**config.mk**
```make
export PLATFORM = sky130hd
export DESIGN_NAME = bus_arbiter_flat
export DESIGN_NICKNAME = d
export VERILOG_FILES = /design/src/rtl/bus_arbiter_pkg.sv /design/src/rtl/bus_arbiter_if.sv /design/src/rtl/bus_arbiter_rr_pick.sv /design/src/rtl/bus_arbiter.sv /design/src/flat_wrapper.sv
export SDC_FILE = /design/constraint.sdc
export NUM_CORES = 1
export LEC_CHECK = 0
export CAP_MARGIN = 20
export CORE_ASPECT_RATIO = 1.4
export CORE_MARGIN = 10
export CORE_UTILIZATION = 40
export DETAILED_ROUTE_END_ITERATION = 10
export DONT_BUFFER_PORTS = 1
export RECOVER_POWER = 25
export SYNTH_ARGS = -nofsm -noshare
export SYNTH_HDL_FRONTEND = slang
export SYNTH_HIERARCHICAL = 1
export SYNTH_SLANG_ARGS = --single-unit
```
**constraint.sdc**
```tcl
create_clock -name clk -period 5.8 [get_ports clk]
set_input_delay 1.16 -clock clk [delete_from_list [all_inputs] [get_ports clk]]
set_output_delay 1.16 -clock clk [all_outputs]
set_load 0.1 [all_outputs]
```
**src/rtl/bus_arbiter_pkg.sv**
```systemverilog
// Shared types and defaults for the system bus arbiter and its request picker.
package bus_arbiter_pkg;

    localparam int DEF_NUM_MASTERS = 4;
    localparam int DEF_OWNER_W     = 2;
    localparam int DEF_MAX_HOLD    = 16;
    localparam int DEF_HOLD_W      = 5;

    typedef enum logic {
        ARB_IDLE = 1'b0,
        ARB_OWN  = 1'b1
    } arb_state_e;

endpackage

```
**src/rtl/bus_arbiter_if.sv**
```systemverilog
// Arbitration bus: per-master request/grant plus the owner's transfer status.
interface bus_arbiter_if
    import bus_arbiter_pkg::*;
#(
    parameter int NUM_MASTERS = DEF_NUM_MASTERS,
    parameter int OWNER_W     = DEF_OWNER_W
);
    logic [NUM_MASTERS-1:0] MReq_;
    logic [NUM_MASTERS-1:0] MGrnt_;
    logic                   BusAs_;
    logic                   BusRdy_;
    logic [OWNER_W-1:0]     Owner;
    logic                   Granted;

    // master: the requesting bus units; slave: the arbiter serving them
    modport master (
        output MReq_, BusAs_, BusRdy_,
        input  MGrnt_, Owner, Granted
    );

    modport slave (
        input  MReq_, BusAs_, BusRdy_,
        output MGrnt_, Owner, Granted
    );
endinterface

```
**src/rtl/bus_arbiter_rr_pick.sv**
```systemverilog
// Round-robin picker: rotate requests to start after the last owner,
// priority-encode the lowest set bit, rotate the index back.
module rr_pick #(
    parameter int N = 4,
    parameter int W = 2
) (
    input  logic [N-1:0] req,
    input  logic [W-1:0] last,
    output logic [W-1:0] winner,
    output logic         valid
);

    logic [N-1:0] rot;
    logic [W:0]   start;
    logic [W:0]   off;
    logic [W:0]   sum;

    // NOTE: every variable assigned here gets a default first, so no path
    // leaves one unassigned and no latch is inferred.
    always_comb begin
        start = {1'b0, last} + (W+1)'(1);
        rot   = '0;
        off   = '0;
        sum   = '0;
        for (int j = 0; j < N; j++) begin
            sum = start + (W+1)'(j);
            if (sum >= (W+1)'(N)) sum = sum - (W+1)'(N);
            rot[j] = req[sum[W-1:0]];
        end
        for (int j = N - 1; j >= 0; j--) begin
            if (rot[j]) off = (W+1)'(j);
        end
        sum = start + off;
        if (sum >= (W+1)'(N)) sum = sum - (W+1)'(N);
        winner = sum[W-1:0];
        valid  = |rot;
    end

endmodule

```
**src/rtl/bus_arbiter.sv**
```systemverilog
// Round-robin system bus arbiter with registered grants, a forced idle cycle
// on every handover, and optional preemption of a master hogging the bus.
module bus_arbiter
    import bus_arbiter_pkg::*;
#(
    parameter int NUM_MASTERS = DEF_NUM_MASTERS,
    parameter int OWNER_W     = DEF_OWNER_W,
    parameter int MAX_HOLD    = DEF_MAX_HOLD,
    parameter int HOLD_W      = DEF_HOLD_W
) (
    input  logic          clk,
    input  logic          reset_,
    bus_arbiter_if.slave  bus
);

    localparam logic [HOLD_W-1:0] HOLD_MAX = HOLD_W'(MAX_HOLD);

    arb_state_e             state_q, state_d;
    logic [OWNER_W-1:0]     owner_q, owner_d;
    logic [HOLD_W-1:0]      hold_q, hold_d;
    logic [NUM_MASTERS-1:0] mgrnt_q, mgrnt_d;
    logic                   granted_q, granted_d;

    logic [NUM_MASTERS-1:0] req;
    logic [NUM_MASTERS-1:0] others;
    logic [OWNER_W-1:0]     pick_winner;
    logic                   pick_valid;
    logic                   boundary;
    logic                   preempt;

    assign req = ~bus.MReq_;

    rr_pick #(
        .N (NUM_MASTERS),
        .W (OWNER_W)
    ) u_rr_pick (
        .req    (req),
        .last   (owner_q),
        .winner (pick_winner),
        .valid  (pick_valid)
    );

    // NOTE: sequential state uses non-blocking assignments so every flop
    // samples the pre-edge values; the async reset drops grants with no clock.
    always_ff @(posedge clk or negedge reset_) begin
        if (!reset_) begin
            state_q   <= ARB_IDLE;
            owner_q   <= OWNER_W'(NUM_MASTERS - 1);
            hold_q    <= '0;
            mgrnt_q   <= '1;
            granted_q <= 1'b0;
        end else begin
            state_q   <= state_d;
            owner_q   <= owner_d;
            hold_q    <= hold_d;
            mgrnt_q   <= mgrnt_d;
            granted_q <= granted_d;
        end
    end

    // A transfer boundary is an idle bus or an access completing this cycle.
    always_comb begin
        others          = req;
        others[owner_q] = 1'b0;
        boundary        = bus.BusAs_ || !bus.BusRdy_;
        preempt         = (MAX_HOLD != 0) && (hold_q == HOLD_MAX) &&
                          (|others) && boundary;
    end

    always_comb begin
        state_d = state_q;
        owner_d = owner_q;
        hold_d  = hold_q;
        case (state_q)
            ARB_IDLE: begin
                if (pick_valid) begin
                    state_d = ARB_OWN;
                    owner_d = pick_winner;
                    hold_d  = '0;
                end
            end
            ARB_OWN: begin
                if (!req[owner_q] || preempt) begin
                    state_d = ARB_IDLE;
                end else if (hold_q != HOLD_MAX) begin
                    hold_d = hold_q + HOLD_W'(1);
                end
            end
            default: state_d = ARB_IDLE;
        endcase
    end

    // Outputs are decoded from the next state and then registered.
    always_comb begin
        mgrnt_d   = '1;
        granted_d = 1'b0;
        if (state_d == ARB_OWN) begin
            mgrnt_d[owner_d] = 1'b0;
            granted_d        = 1'b1;
        end
    end

    assign bus.MGrnt_  = mgrnt_q;
    assign bus.Owner   = owner_q;
    assign bus.Granted = granted_q;

endmodule
```
**src/flat_wrapper.sv**
```systemverilog
// flat-port wrapper written by rule: the top's interface ports become plain ports
module bus_arbiter_flat import bus_arbiter_pkg::*;
#(
    parameter int NUM_MASTERS = DEF_NUM_MASTERS,
    parameter int OWNER_W     = DEF_OWNER_W,
    parameter int MAX_HOLD    = DEF_MAX_HOLD,
    parameter int HOLD_W      = DEF_HOLD_W
)
  (clk, reset_, bus_MReq_, bus_BusAs_, bus_BusRdy_, bus_MGrnt_, bus_Owner, bus_Granted);
  bus_arbiter_if #(.NUM_MASTERS(NUM_MASTERS), .OWNER_W(OWNER_W)) bus_i ();
  input  logic clk;
  input  logic reset_;
  input wire logic [$bits(bus_i.MReq_)-1:0] bus_MReq_;
  input wire logic [$bits(bus_i.BusAs_)-1:0] bus_BusAs_;
  input wire logic [$bits(bus_i.BusRdy_)-1:0] bus_BusRdy_;
  output wire logic [$bits(bus_i.MGrnt_)-1:0] bus_MGrnt_;
  output wire logic [$bits(bus_i.Owner)-1:0] bus_Owner;
  output wire logic [$bits(bus_i.Granted)-1:0] bus_Granted;
  assign bus_i.MReq_ = bus_MReq_;
  assign bus_i.BusAs_ = bus_BusAs_;
  assign bus_i.BusRdy_ = bus_BusRdy_;
  assign bus_MGrnt_ = bus_i.MGrnt_;
  assign bus_Owner = bus_i.Owner;
  assign bus_Granted = bus_i.Granted;
  bus_arbiter #(.NUM_MASTERS(NUM_MASTERS), .OWNER_W(OWNER_W), .MAX_HOLD(MAX_HOLD), .HOLD_W(HOLD_W)) u_core (.clk(clk), .reset_(reset_), .bus(bus_i));
endmodule
```
## Word-level counts from Yosys, hierarchy flattened

Cells that the tools add are included.

- Register bits: 13
- Bits of input ports: 8
- Output and inout port bits: 7
- Word-level logic and storage cells: 84

- Add/sub/neg operators: 11
- $lt $le $gt $ge: 13
- Equal/unequal tests: 5
- Multiplexer cells: 34
- Bitwise logic cells: 5
- Reduce and logical (&&, ||, !) cells: 11

Operator list:

| operator | count |
|---|---|
| $lt 2x3->1 const B | 6 |
| $mux 2 | 8 |
| $ge 3x3->1 const B | 5 |
| $mux 5 | 3 |
| $not 4->4 | 3 |
| $bmux 1 s2 | 5 |
| $mux 1 | 10 |
| $pmux 5 s2 | 1 |
| $sub 2x1->2 const B | 5 |
| $mux 3 | 3 |
| $reduce_or 4->1 | 2 |
| $add 3x2->3 const B | 2 |
| $add 5x1->5 const B | 1 |
| $eq 5x5->1 const B | 1 |
| $ne 5x5->1 const B | 1 |
| $and 4x4->4 | 1 |
| $demux 1 s2 | 2 |
| $ge 2x1->1 const B | 2 |
| $logic_and 1x1->1 | 4 |
| $mux 4 | 1 |
| $ne 2x2->1 const B | 2 |
| $add 2x1->3 const B | 1 |
| $add 3x1->3 const B | 1 |
| $add 3x3->3 | 1 |
| 6 further kinds | 8 |

## Longest topological paths before layout

Gate-level depths: netlist (run 1).

- Depth after elaboration: 21
- Gate-level depth with buffers: 12
- Depth with buffers taken out: 12

## Modules after synthesis

Netlist (run 1), hierarchy kept.

Modules (own cells, without submodules):

| module | instances | cells an instance | area each (µm²) | sequential area each (µm²) |
|---|---|---|---|---|
| bus_arbiter | 1 | 62 | 663.1 | 307.8 |
| rr_pick | 1 | 26 | 178.9 | 0.0 |

## Worst setup path after synthesis (run 1)

Ideal clock, no wire load.

- Path kind: input -> register
- Start point: in bus_MReq_[1]
- End point: reg u_core.mgrnt_q[2], in the netlist u_core/bus.MGrnt_[2]
- Data arrival time: 2.832 ns
- Setup slack: 2.902 ns
- Stages: 12
- Buffers on the path: 0
- Cell sequence: inv_1 > inv_1 > o21ai_0 > a21oi_1 > o31a_1 > ha_1 > xnor2_1 > xnor2_1 > xnor2_1 > mux2i_1 > inv_1 > nand3_1

- Longest elaborated chain between the ends: 18
- Elaborated cells on any way between the ends: 38
- Classes of those cells: add/sub (2); order compare (3); mux (23); bitwise (3); reduce/logical (7)

Ends and longest elaborated chain:

| what | line | source |
|---|---|---|
| start: declaration | flat_wrapper.sv:13 | `input wire logic [$bits(bus_i.MReq_)-1:0] bus_MReq_;` |
| $not 4->4 (*) | bus_arbiter.sv:31 | `assign req = ~bus.MReq_;` |
| $bmux 1 s2 | bus_arbiter_rr_pick.sv:28 | `rot[j] = req[sum[W-1:0]];` |
| $mux 1 (implied by the code) | bus_arbiter_rr_pick.sv:28 |  |
| $mux 2 | bus_arbiter_rr_pick.sv:31 | `if (rot[j]) off = (W+1)'(j);` |
| $mux 3 (2 in series) | bus_arbiter_rr_pick.sv:31 |  |
| $mux 3 (*) | bus_arbiter_rr_pick.sv:31 |  |
| $add 3x3->3 (*) | bus_arbiter_rr_pick.sv:33 | `sum = start + off;` |
| $ge 3x3->1 or $sub 2x1->2 (tied branches) | bus_arbiter_rr_pick.sv:34 | `if (sum >= (W+1)'(N)) sum = sum - (W+1)'(N);` |
| [... 1 more ...] | n/a |  |
| named net u_core.pick_winner[1] | bus_arbiter.sv:26 | `logic [OWNER_W-1:0] pick_winner;` |
| [... 2 more ...] | n/a |  |
| named net u_core.owner_d[1] | bus_arbiter.sv:19 | `logic [OWNER_W-1:0] owner_q, owner_d;` |
| $lt 2x3->1 (implied by the code) or $ge 2x1->1 (tied branches) | bus_arbiter.sv:98 | `mgrnt_d[owner_d] = 1'b0;` |
| $logic_and 1x1->1 (implied by the code) | bus_arbiter.sv:98 |  |
| $mux 1 (implied by the code) | bus_arbiter.sv:98 |  |
| $demux 1 s2 (*) | n/a |  |
| $not 4->4 (no line) (*) | n/a |  |
| $mux 4 (*) | bus_arbiter.sv:97 | `if (state_d == ARB_OWN) begin` |
| named net u_core.mgrnt_d[2] | bus_arbiter.sv:21 | `logic [NUM_MASTERS-1:0] mgrnt_q, mgrnt_d;` |
| end signal: assignment | bus_arbiter.sv:56 | `mgrnt_q <= mgrnt_d;` |
| end: declaration | bus_arbiter.sv:21 |  |

The timed path passes the listed nets; every way through them passes the cells marked *. The select of a mux whose other input is x is not followed.
A chain may end at the register's enable or synchronous reset.

## Final worst setup path (run 1)

- Start point: in bus_MReq_[1]
- End point: reg u_core.mgrnt_q[3], in the netlist u_core/bus.MGrnt_[3]

Same word-level chain as after synthesis.

==> flow_results.org, run 1 <==
** Run status
- Result of the run :: finished, final reports clean

** Global route
- Global-route congestion overflow total :: 0
- Global-route usage over all layers :: 8.712%
- Initial antenna violation count :: 0
- The first global-routing pass estimated 3.022 mm of wire.
- Largest net degree at the start of global routing :: 15
- The via count of the first global-routing pass was 695.

** Clock tree
- Clock latency at the later pin of the worst-skew pair :: 0.27 ns
- Once the clock tree was built, the resizer swapped 0 gates to a different size.
- Clock Root Buffer :: clkbuf_4
- Clock-pin slew was measured on the worst setup and hold paths at 0.07 ns.
- Number of buffers between clock root and the deepest sink :: 2
- CTS tree :: done
- CTS built an H-tree with a depth of 1.
- Clock tree synthesis found a total of 12 sinks.
- Post-CTS timing repair inserted 0 buffers for setup.
- In this run, post-CTS hold repair placed 0 buffers.
- CTS Buf Count :: 3

** Setup path
- Of all nets on the critical path, the largest fanout is 7.
- Data required time at the worst endpoint :: 6.01 ns
- Critical path launch point type :: primary input
- Critical Path Sink Type :: register
- Start-to-end type of the worst setup path :: in2reg
- For the worst setup path, the data arrival time is 3.02 ns.

** Placed design
- Detailed placement ended at an HPWL of 1.417 mm.
- Routability-driven placement finished with a final weighted congestion of 0.7733.
- Summing all placed instances gives a cell area of 868.3 sq um.
- Buffers placed on the I/O ports in this run total 0.

** Timing
- Final Critical Period :: 2.805 ns
- Achievable frequency :: 0.3565 GHz
- Finish-stage setup viols :: 0
- Clock skew :: 0.005218 ns
- Measured against its own limit, the worst slew margin works out to 27.57%.
- Slew at the pin with the worst max-slew slack :: 1.086 ns
- The max-slew violation count is 0.
- The tightest hold path in the finished design has a slack of 0.5328 ns.
- After routing, the total negative slack on setup checks comes to 0 ns.
- Setup repair after global routing left no endpoint under its margin.
- Endpoints failing hold :: 0
- Final clock period utilization by the worst path :: 48.37%

** Cells and area
- From synthesis to final layout, the design area changed by 7.429%.
- Post-layout utilization of the core :: 45.30%
- Antenna Diode Count :: 0
- After the last flow step, the layout net total stands at 104.
- With fillers left out, the area of the finished cells amounts to 904.6 sq um.
- The post-route netlist has 16.30% of its cells at a drive strength greater than 1.

** Job
- Max-cap violations in this run came to 0.

** Logic synthesis
- Sequential elements use 36.55% of the synthesized area.
- Yosys top cell area share :: 18.72%
- The mapped netlist covers 842.1 sq um.
- Largest family of logic cells by synthesized area :: simple AND/OR/NAND/NOR gates
- Net count after synthesis :: 99
- Synthesized flop and latch total :: 12
- After Yosys synthesis, full adders, half adders and majority gates account for 4.458% of the synthesized area.
- Summing the areas of all and, or, nand and nor instances in the mapped netlist gives 24.37% of the synthesized area.
- After technology mapping, the gate count stands at 88.
- The synthesized netlist devotes 5.201% of its cell area to XOR and XNOR gates.
- A synthesized cell averages 9.569 sq um.
- After synthesis, the netlist uses 36 different library cells.
- Summing the areas of all compound-gate instances in the mapped netlist gives 15.75% of the synthesized area.
- Cell taking the most area after synthesis :: dfstp_2
- Top cells by area, synth :: dfstp_2, dfrtp_1, inv_1
- Warning count from the yosys run :: 6
- In the synthesized netlist, mux cells make up 8.767% of the area.

** Die
- IO Pins :: 15
- In this run the horizontal extent of the chip is 58.78 um.
- Initial cell density of the core :: 42.17%
- FP Rows :: 19
- The floorplan step defined a die boundary enclosing 4366 sq um.
- Die Span Y :: 74.29 um
- Core box area :: 1997 sq um

** Detailed routing
- The first routing iteration left 17 violations.
- Via density per instance :: 5.805
- Number of iterations in the first detailed-routing pass :: 4
- Average wire length per cell after detail routing :: 15.73 um
- Antenna-violating nets left :: 0
- Total via count in the routed design :: 656
- DRT Wirelength :: 1.778 mm
- For this run, design rule violations remaining after detail routing come to 0.

** Hold path
- Type of the most critical hold path :: reg2reg
## area by class of cell
cell class | instances | area (sq um)
inverters | 11 | 41.29
fillers | 202 | 1092
clock buffers | 4 | 36.28
multi-input cells | 65 | 493.0
well taps | 21 | 26.28
flip-flops and latches | 12 | 307.8
## stage by stage
stage	setup WS, ns	std cells
2_1_floorplan	2.902	88
3_3_place_gp	2.757	109
3_5_place_dp	2.698	109
4_1_cts	3.000	113
5_1_grt	2.774	113
6_report	2.995	113
## placed cells by master, fill, tap and decap left out, drive strengths merged, types with 2 or more instances in the layout
| cell | synthesis | routed |
|---|---|---|
| xnor2 | 3 | 3 |
| nor3 | 3 | 3 |
| mux2i | 4 | 4 |
| dfrtp | 6 | 6 |
| o21ai | 2 | 2 |
| clkbuf | 0 | 4 |
| or4 | 2 | 2 |
| nand2 | 3 | 3 |
| dfstp | 6 | 6 |
| nand3 | 6 | 6 |
| nor2b | 4 | 4 |
| nand2b | 4 | 4 |
| nor2 | 6 | 6 |
| ha | 3 | 3 |
| a21oi | 4 | 4 |
| xor2 | 2 | 2 |
| inv | 11 | 11 |
## Yosys cell counts
master     count
xor2_1         2
or3_1          1
o31a_1         1
mux2_1         1
nor4_1         1
nand2b_1       4
a21o_1         1
o31ai_1        1
dfstp_2        6
nand2_1        3
o211ai_1       1
nor2b_2        1
o2bb2ai_1      1
or4_1          2
a22o_1         1
nor2b_1        3
nand4b_1       1
a2111oi_2      1
mux4_2         1
nand4_1        1
dfrtp_1        6
mux2i_1        4
xnor2_1        3
nand4bb_1      1
o21ai_0        2
a311oi_1       1
a21oi_1        4
a31oi_4        1
nor3_1         3
or4bb_1        1
nor2_1         6
and2_4         1
inv_1         11
a31o_1         1
ha_1           3
nand3_1        6
## worst paths after layout
| path | end | slack (ns) | cells after the start | startpoint |
|---|---|---|---|---|
| max | u_core/bus.MGrnt_[3] | 2.99 | 12 | bus_MReq_[1] |
| min | u_core/hold_q[0] | 0.53 | 1 | u_core/hold_q[0] |
| min in group asynchronous | u_core/hold_q[0] | 0.58 | 0 | reset_ |
| min reg2reg | u_core/hold_q[0] | 0.53 | 1 | u_core/hold_q[0] |
| max reg2reg | u_core/bus.MGrnt_[3] | 3.07 | 11 | u_core/bus.Owner[1] |
| max in group asynchronous | u_core/bus.Owner[0] | 5.05 | 0 | reset_ |
## critical path: stages
cell     delay [ns]
inv_1          0.15
inv_1          0.08
o21ai_0        0.17
a21oi_1        0.09
o31a_1         0.28
ha_1           0.19
xnor2_1        0.13
xnor2_1        0.17
xnor2_1        0.15
mux2i_1        0.23
inv_1          0.11
nand3_1        0.10
## sequential cells by signal, summed over array words and instances (netlist names)
signal,flops
u_core/hold_q,5
u_core/bus.Owner,2
u_core/bus.Granted,1
u_core/bus.MGrnt_,4
## layer usage
metal  global-route usage (%)  wire [um]
met5                        0          0
met3                   0.8518         52
met2                    15.34        961
met1                    9.100        734
met4                    6.905         30
## cells by family after synthesis
family | after synthesis
flops | 12
buf+inv | 11
xor+xnor | 5
fa+ha+maj | 3
compound gates | 16
mux | 6
simple gates | 35
Power of run 1 is not shown: default switching activity piles up to over one toggle a cycle in this logic, so the estimate is an artifact.
==> inputs of run 2 (changes only) <==
==> constraint.sdc (replaced) <==
create_clock -name clk -period 2.5 [get_ports clk]
set_input_delay 0.5 -clock clk [delete_from_list [all_inputs] [get_ports clk]]
set_output_delay 0.5 -clock clk [all_outputs]
set_load 0.1 [all_outputs]
==> flow_results.org, run 2 (synthesized netlist as in run 1, its figures left out) <==
** Die
- Die area :: 4366 sq um (unchanged)
- The number of rows created at floorplan was 19 (unchanged).
- Floorplan die width :: 58.78 um (unchanged)
- The height of the die was 74.29 um (unchanged).
- Initial cell density of the core :: 42.17% (unchanged)
- Core box area :: 1997 sq um (unchanged)
- The top-level I/O count was 15 (unchanged).

** Clock tree
- The post-cts gate resize count is 0 (unchanged).
- The total clock buffers created by CTS was 3 (unchanged).
- In this run the clock root is driven by a clkbuf_4.
- The count of H-tree levels built during CTS was 1 (unchanged).
- Clock-pin slew on the worst setup and hold paths :: 0.07 ns (about the same)
- CTS tree :: done
- Number of buffers between clock root and the deepest sink :: 2 (unchanged)
- The clock network latency to the later pin of the worst-skew pair was 0.27 ns (about the same).
- The number of clock sinks is 12 (unchanged).

** Setup path
- Length in cells of the worst reg-to-reg path :: 11 (unchanged)
- The data required time of the worst path was 2.71 ns (-3.30 ns).
- The endpoint identified for the worst register-to-register timing path is u_core/bus.MGrnt_[3].
- The worst register-to-register path begins at u_core/bus.Owner[1].
- Crit path DAT :: 2.39 ns (-0.63 ns)
- Critical path launch point type :: register
- Crit path max fanout :: 5 (-2)
- By startpoint and endpoint, the worst setup path is classified as reg2reg.
- Critical Path Sink Type :: register
- Most Frequent Cell on Critical Path :: xnor2_1
- Cell chain of the critical path :: nand2b_1, a21oi_1, o211ai_1, o31a_1, ha_1, xnor2_1, xnor2_1, xnor2_1, mux2i_1, inv_1, nand3_1
- Setup slack on the worst flop-to-flop path :: 0.32 ns (-2.75 ns)
- The slowest stage of the critical path belongs to the cell dfstp_2.
- The maximum single-stage delay on the critical path came to 0.58 ns (+0.30 ns).

** Detailed routing
- The detailed-route DRC error count came to 0 (unchanged).
- Antenna-violating nets left :: 0 (unchanged)
- Average wire length per cell after detail routing :: 15.44 um (-1.9%)
- The number of iterations in the first detailed-routing pass came to 4 (unchanged).
- The total vias in the final route is 691 (+5.3%).
- The via density per instance was 5.758 (-0.81%).
- The initial detailed-routing violation count came to 9 (-8).
- The routed wire length was 1.853 mm (+4.2%).

** Global route
- The initial antenna violation count is 0 (unchanged).
- The total global-route track usage is 9.259% (+0.55 points).
- The maximum number of pins on one net before global-route repair is 13 (-2).
- Via count of the first global-routing pass :: 714 (+2.7%)
- Wire length of the first global-routing pass :: 3.194 mm (+5.7%)
- The overall overflow remaining after global route came to 0 (unchanged).

** Placed design
- Detailed placement HPWL :: 1.425 mm (+0.61%)
- DP Cell Count :: 113 (+3.7%)
- RePlAce Congestion :: 0.7391 (-4.4%)
- Port Buf Inserts :: 0 (unchanged)
- The cell area after placement came to 898.4 sq um (+3.5%).

** Hold path
- The path class of the tightest hold or removal check is in2async.

** Cells and area
- The count of fill cells added during filler insertion was 198 (-2.0%).
- Final Non-Filler Cells :: 120 (+6.2%)
- Commonest non-fill, non-tap cell in the layout :: inv_1
- The layout cell share with drive strength beyond 1 is 21.21% (+4.9 points).
- Net count reported at finish :: 111 (+6.7%)
- Final Cell Area :: 959.7 sq um (+6.1%)
- Total area of multi-input combinational cells :: 493.0 sq um (unchanged)
- Area grow syn2layout :: 13.97%
- Antenna Diode Count :: 0 (unchanged)
- Register with the most flip-flops :: u_core/hold_q
- Max reg flops :: 5 (unchanged)
- The area used by sequential logic in the layout was 307.8 sq um (unchanged).

** Timing
- In the finished design, the share of the clock period the worst path needs comes to 87.31%.
- The transition time at the pin with the least slew margin was 0.4964 ns (-0.5900 ns).
- Setup repair after global routing left no endpoint under its margin.
- Normalized max-slew margin :: 66.98% (+39 points)
- The worst setup skew after layout came to 0.003274 ns (-0.001944 ns).
- The final-report setup violation count is 0 (unchanged).
- The total negative slack for setup checks came to 0 ns (unchanged).
- Final Critical Period :: 2.183 ns
- The max-slew violation count is 0 (unchanged).
- The count of final hold-check violations came to 0 (unchanged).
- Derived from the worst setup path, the maximum achievable clock frequency is 0.4582 GHz.

** Run status
- The run finished with clean final reports.

** Pwr
- Power spread over the standard cell area amounts to 1502 nW/um^2.
- Across the VDD grid, the largest voltage drop is 1.376 mV.
- Static leakage :: 0.4194 nW

** Job
- The count of maximum capacitance violations is 0 (unchanged).
## run 2: cell types whose count changed in the layout (fill, tap and decap cells not counted)
cell / before / now
buf_4: 0 / 6
dlygate4sd3_1: 0 / 1
## run 2: layout make-up
type,instances,area share [%]
multi-input combinational,65,51.37
timing repair buffer,7,5.737
inverter,11,4.302
sequential,12,32.07
clock buffer,4,3.781
tap,21,2.738
## run 2: critical path: cells and delay by family (launching register included)
family	cells	cell delay, ns
muxes	1	0.23
AOI/OAI and AO/OA	3	0.44
xor gates and xnor gates	3	0.37
buffers and inverters	1	0.11
and+or+nand+nor	2	0.23
DFF	1	0.58
adders and majority gates	1	0.15
## run 2: worst max path at each step
stage	startpoint	endpoint	slack (ns)	depth (start not counted)
CTS	u_core/bus.Owner[1]	u_core/bus.MGrnt_[3]	0.24	11
finish	u_core/bus.Owner[1]	u_core/bus.MGrnt_[3]	0.32	11
detailed placement	bus_MReq_[1]	u_core/bus.MGrnt_[3]	0.19	12
global placement	bus_MReq_[1]	u_core/bus.MGrnt_[3]	0.23	12
global route	u_core/bus.Owner[1]	u_core/bus.MGrnt_[3]	0.07	11
floorplan	u_core/bus.Owner[1]	u_core/bus.MGrnt_[2]	0.05	10
## run 2: metrics by stage
| step | utilization [%] | worst slack [ns] | hold slack [ns] | total power [mW] |
|---|---|---|---|---|
| finish | 48.06 | 0.3173 | 0.06540 | 1.441 |
| global route | 48.06 | 0.07471 | 0.03474 | 1.556 |
| CTS | 47.31 | 0.2370 | 0.05350 | 1.428 |
| detailed placement | 44.99 | 0.1899 | 0.2048 | 1.268 |
| global placement | 44.99 | 0.2312 | 0.2048 | 1.248 |
| floorplan | - | 0.04735 | 0.2044 | 1.119 |
## run 2: layer usage
metal	track usage, %	vias to the layer above	share of wire [%]
met5	0	-	0
met4	5.371	0	2.1
met3	2.215	5	4.1
met2	16.04	15	53
met1	9.891	334	40
li1	-	337	-
## run 2: power breakdown
group	switching, mW	internal, mW
clock network	0.0628	0.0884
logic	0.474	0.284
registers	0.232	0.300
## run 2: repair_timing
| action | in CTS | in global routing |
|---|---|---|
| endpoints found under the setup margin | 0 | 2 |
| hold buffers | 1 | 0 |
| endpoints found under the hold margin | 6 | 0 |
| buffers inserted | 0 | 2 |
No activity file was read; power rests on OpenSTA's default activity.
==> inputs of run 3 (changes only) <==
--- a/config.mk
+++ b/config.mk
@@ -6,11 +6,11 @@
 export NUM_CORES = 1
 export LEC_CHECK = 0
 export CAP_MARGIN = 20
-export CORE_ASPECT_RATIO = 1.4
 export CORE_MARGIN = 10
-export CORE_UTILIZATION = 40
+export CORE_UTILIZATION = 54
 export DETAILED_ROUTE_END_ITERATION = 10
 export DONT_BUFFER_PORTS = 1
+export PLACE_DENSITY = 0.72
 export RECOVER_POWER = 25
 export SYNTH_ARGS = -nofsm -noshare
 export SYNTH_HDL_FRONTEND = slang
==> flow_results.org, run 3 (synthesized netlist as in run 1, its figures left out) <==
** Run status
- The flow ran to the end, and the final reports show no timing, DRC or antenna violations.

** Detailed routing
- The total vias in the final route was 653 (-5.5%).
- The initial detailed-routing violation count was 15 (+6).
- Number of iterations in the first detailed-routing pass :: 3 (-1)
- DRT Wirelength :: 1.689 mm (-8.9%)
- The detailed-route DRC error count was 0 (unchanged).
- Via density per instance :: 5.830 (+1.3%)
- The remaining number of nets flagged by the antenna check after routing was 0 (unchanged).
- Average wire length per cell after detail routing :: 15.08 um (-2.3%)

** Timing
- Unrepaired setup endpoints after global routing :: false
- The count of final hold-check violations came to 0 (unchanged).
- The worst slew margin relative to its limit was 67.07% (+0.093 points).
- Slew at the pin with the worst max-slew slack :: 0.4950 ns (-0.001396 ns)
- The final period utilization is 87.34% (about the same).
- The worst setup skew after layout was 0.0008702 ns (-0.002404 ns).
- The time the worst path needs with I/O delays and setup was 2.184 ns (+0.0008320 ns).
- Final-layout setup total negative slack :: 0 ns (unchanged)
- Final Max Tran Viols :: 0 (unchanged)
- Achievable frequency :: 0.4580 GHz (about the same)
- The final-report setup violation count is 0 (unchanged).
- The worst hold slack after final layout came to 0.07112 ns (+0.005719 ns).

** Setup path
- The critical path goes through nand2b_1, a21oi_1, o211ai_1, o31a_1, ha_1, xnor2_1, xnor2_1, xnor2_1, mux2i_1, inv_1, nand3_1.
- The arrival time of the worst setup path was 2.39 ns (about the same).
- The worst setup path is captured at a register.
- Start-to-end type of the worst setup path :: reg2reg
- The maximum single-stage delay on the critical path came to 0.62 ns (+0.04 ns).
- STA classifies the critical path startpoint as a register.
- The largest fanout on the critical path is 9 (+4).
- The data required time of the worst path is 2.70 ns (about the same).
- For this design, the slowest cell found on the critical path is dfstp_2.
- Reg-to-reg critical path startpoint :: u_core/bus.Owner[1]
- Most Frequent Cell on Critical Path :: xnor2_1
- Tracing the worst setup path back leads to its startpoint at u_core/bus.Owner[1].

** Cells and area
- Max reg flops :: 5 (unchanged)
- Layout cells sized above 1 :: 18.75% (-2.5 points)
- Register with the most flip-flops :: u_core/hold_q
- Most used cells in the layout excluding fill and tap cells :: inv_1, nor2_1, nand3_1, dfrtp_1, dfstp_2
- The antenna diode instance count came to 0 (unchanged).
- Commonest non-fill, non-tap cell in the layout :: inv_1
- Area grow syn2layout :: 10.55%
- Number of fill cells :: 125 (-37%)
- The final instance count without filler cells was 112 (-6.7%).
- Net count reported at finish :: 108 (-2.7%)

** Job
- Number of max-capacitance violations reported :: 0 (unchanged)

** Die
- The number of rows created at floorplan was 14 (-5).
- The area of the die came to 3539 sq um (-19%).
- IO Pins :: 15 (unchanged)
- The x dimension of the die came to 59.49 um (+1.2%).
- Core box area :: 1489 sq um (-25%)
- The initial cell density of the core was 56.55% (+14 points).
- Die Span Y :: 59.49 um (-20%)

** Clock tree
- Clock-pin slew on the worst setup and hold paths :: 0.07 ns (about the same)
- CTS tree :: done
- Clock Root Buffer :: clkbuf_4
- Depth of the CTS H-tree :: 1 (unchanged)
- The clock network latency to the later pin of the worst-skew pair was 0.26 ns (about the same).
- Clock net sink count :: 12 (unchanged)
- Number of buffers between clock root and the deepest sink :: 2 (unchanged)
- The number of buffers added to fix hold violations after cts is 1 (unchanged).
- Buffers inserted by post-CTS timing repair :: 0 (unchanged)
- The total clock buffers created by CTS came to 3 (unchanged).
- The post-cts gate resize count was 0 (unchanged).

** Hold path
- The min-delay analysis places its worst path in the category in2async.

** Pwr
- The maximum VDD drop came to 1.110 mV (-19%).
- The total power density per cell area came to 1500 nW/um^2 (-0.12%).
- The leakage power summed over all cells is 0.4049 nW (-3.4%).

** Placed design
- Port Buf Inserts :: 0 (unchanged)
- The detailed placement HPWL came to 1.296 mm (-9.1%).
- The final weighted congestion in routability-driven placement is 0.8238 (+11%).
- DP Cell Count :: 107 (-5.3%)

** Global route
- The total global-route track usage came to 10.33% (+1.1 points).
- The maximum number of pins on one net before global-route repair came to 13 (unchanged).
- The overall overflow remaining after global route came to 0 (unchanged).
- Initial antenna violation count :: 0 (unchanged)
- Via count of the first global-routing pass :: 620 (-13%)
- The wire length of the first global-routing pass came to 2.946 mm (-7.8%).
## run 3: cell count changes in the layout (fill, tap and decap cells not counted)
| cell | before | now |
|---|---|---|
| buf_4 | 6 | 3 |
## run 3: layout make-up
type                            count  area (sq um)  share of cell area [%]
Multi-Input combinational cell     65         493.0                   52.96
Sequential cell                    12         307.8                   33.06
Inverter                           11         41.29                   4.435
Clock buffer                        4         36.28                   3.898
Timing Repair Buffer                4         32.53                   3.495
Tap cell                           16         20.02                   2.151
## run 3: critical path, delay by kind of cell (launching register included)
kind	cells	cell delay, ns
xor+xnor	3	0.36
buf+inv	1	0.11
fa+ha+maj	1	0.16
simple gates	2	0.26
compound gates	3	0.40
flops	1	0.62
mux	1	0.22
## run 3: power breakdown
part / leakage, nW / switching (mW) / internal [mW] / total, mW
sequential: 0.141 / 0.222 / 0.301 / 0.523
clock: 0.0210 / 0.0615 / 0.0883 / 0.150
combinational: 0.243 / 0.461 / 0.263 / 0.724
## run 3: routing by layer
metal | share of wire (%) | vias up | GRT usage, %
met5 | 0 | - | 0
met3 | 2.1 | 2 | 1.502
met1 | 45 | 311 | 12.48
met2 | 51 | 5 | 17.38
met4 | 1.4 | 0 | 4.808
li1 | - | 335 | -
## run 3: worst paths after layout
path	endpoint	depth (start not counted)	slack, ns
min in group clk	u_core/hold_q[0]	1	0.55
max in group asynchronous	u_core/hold_q[0]	1	1.72
worst min register to register	u_core/hold_q[0]	1	0.55
worst min-delay path	u_core/bus.Owner[1]	0	0.07
worst max register to register	u_core/bus.MGrnt_[3]	11	0.32
worst max-delay path	u_core/bus.MGrnt_[3]	11	0.32
## run 3: through the flow
step           instance area, sq um  power [mW]  setup WS [ns]  utilization [%]
6_report                      930.9       1.396         0.3165            62.52
2_1_floorplan                 842.1       1.119        0.04735                -
3_5_place_dp                  884.6       1.254         0.1133            59.41
5_1_grt                       930.9       1.506        0.03742            62.52
3_3_place_gp                  884.6       1.242         0.1579            59.41
4_1_cts                       930.9       1.415         0.2869            62.52
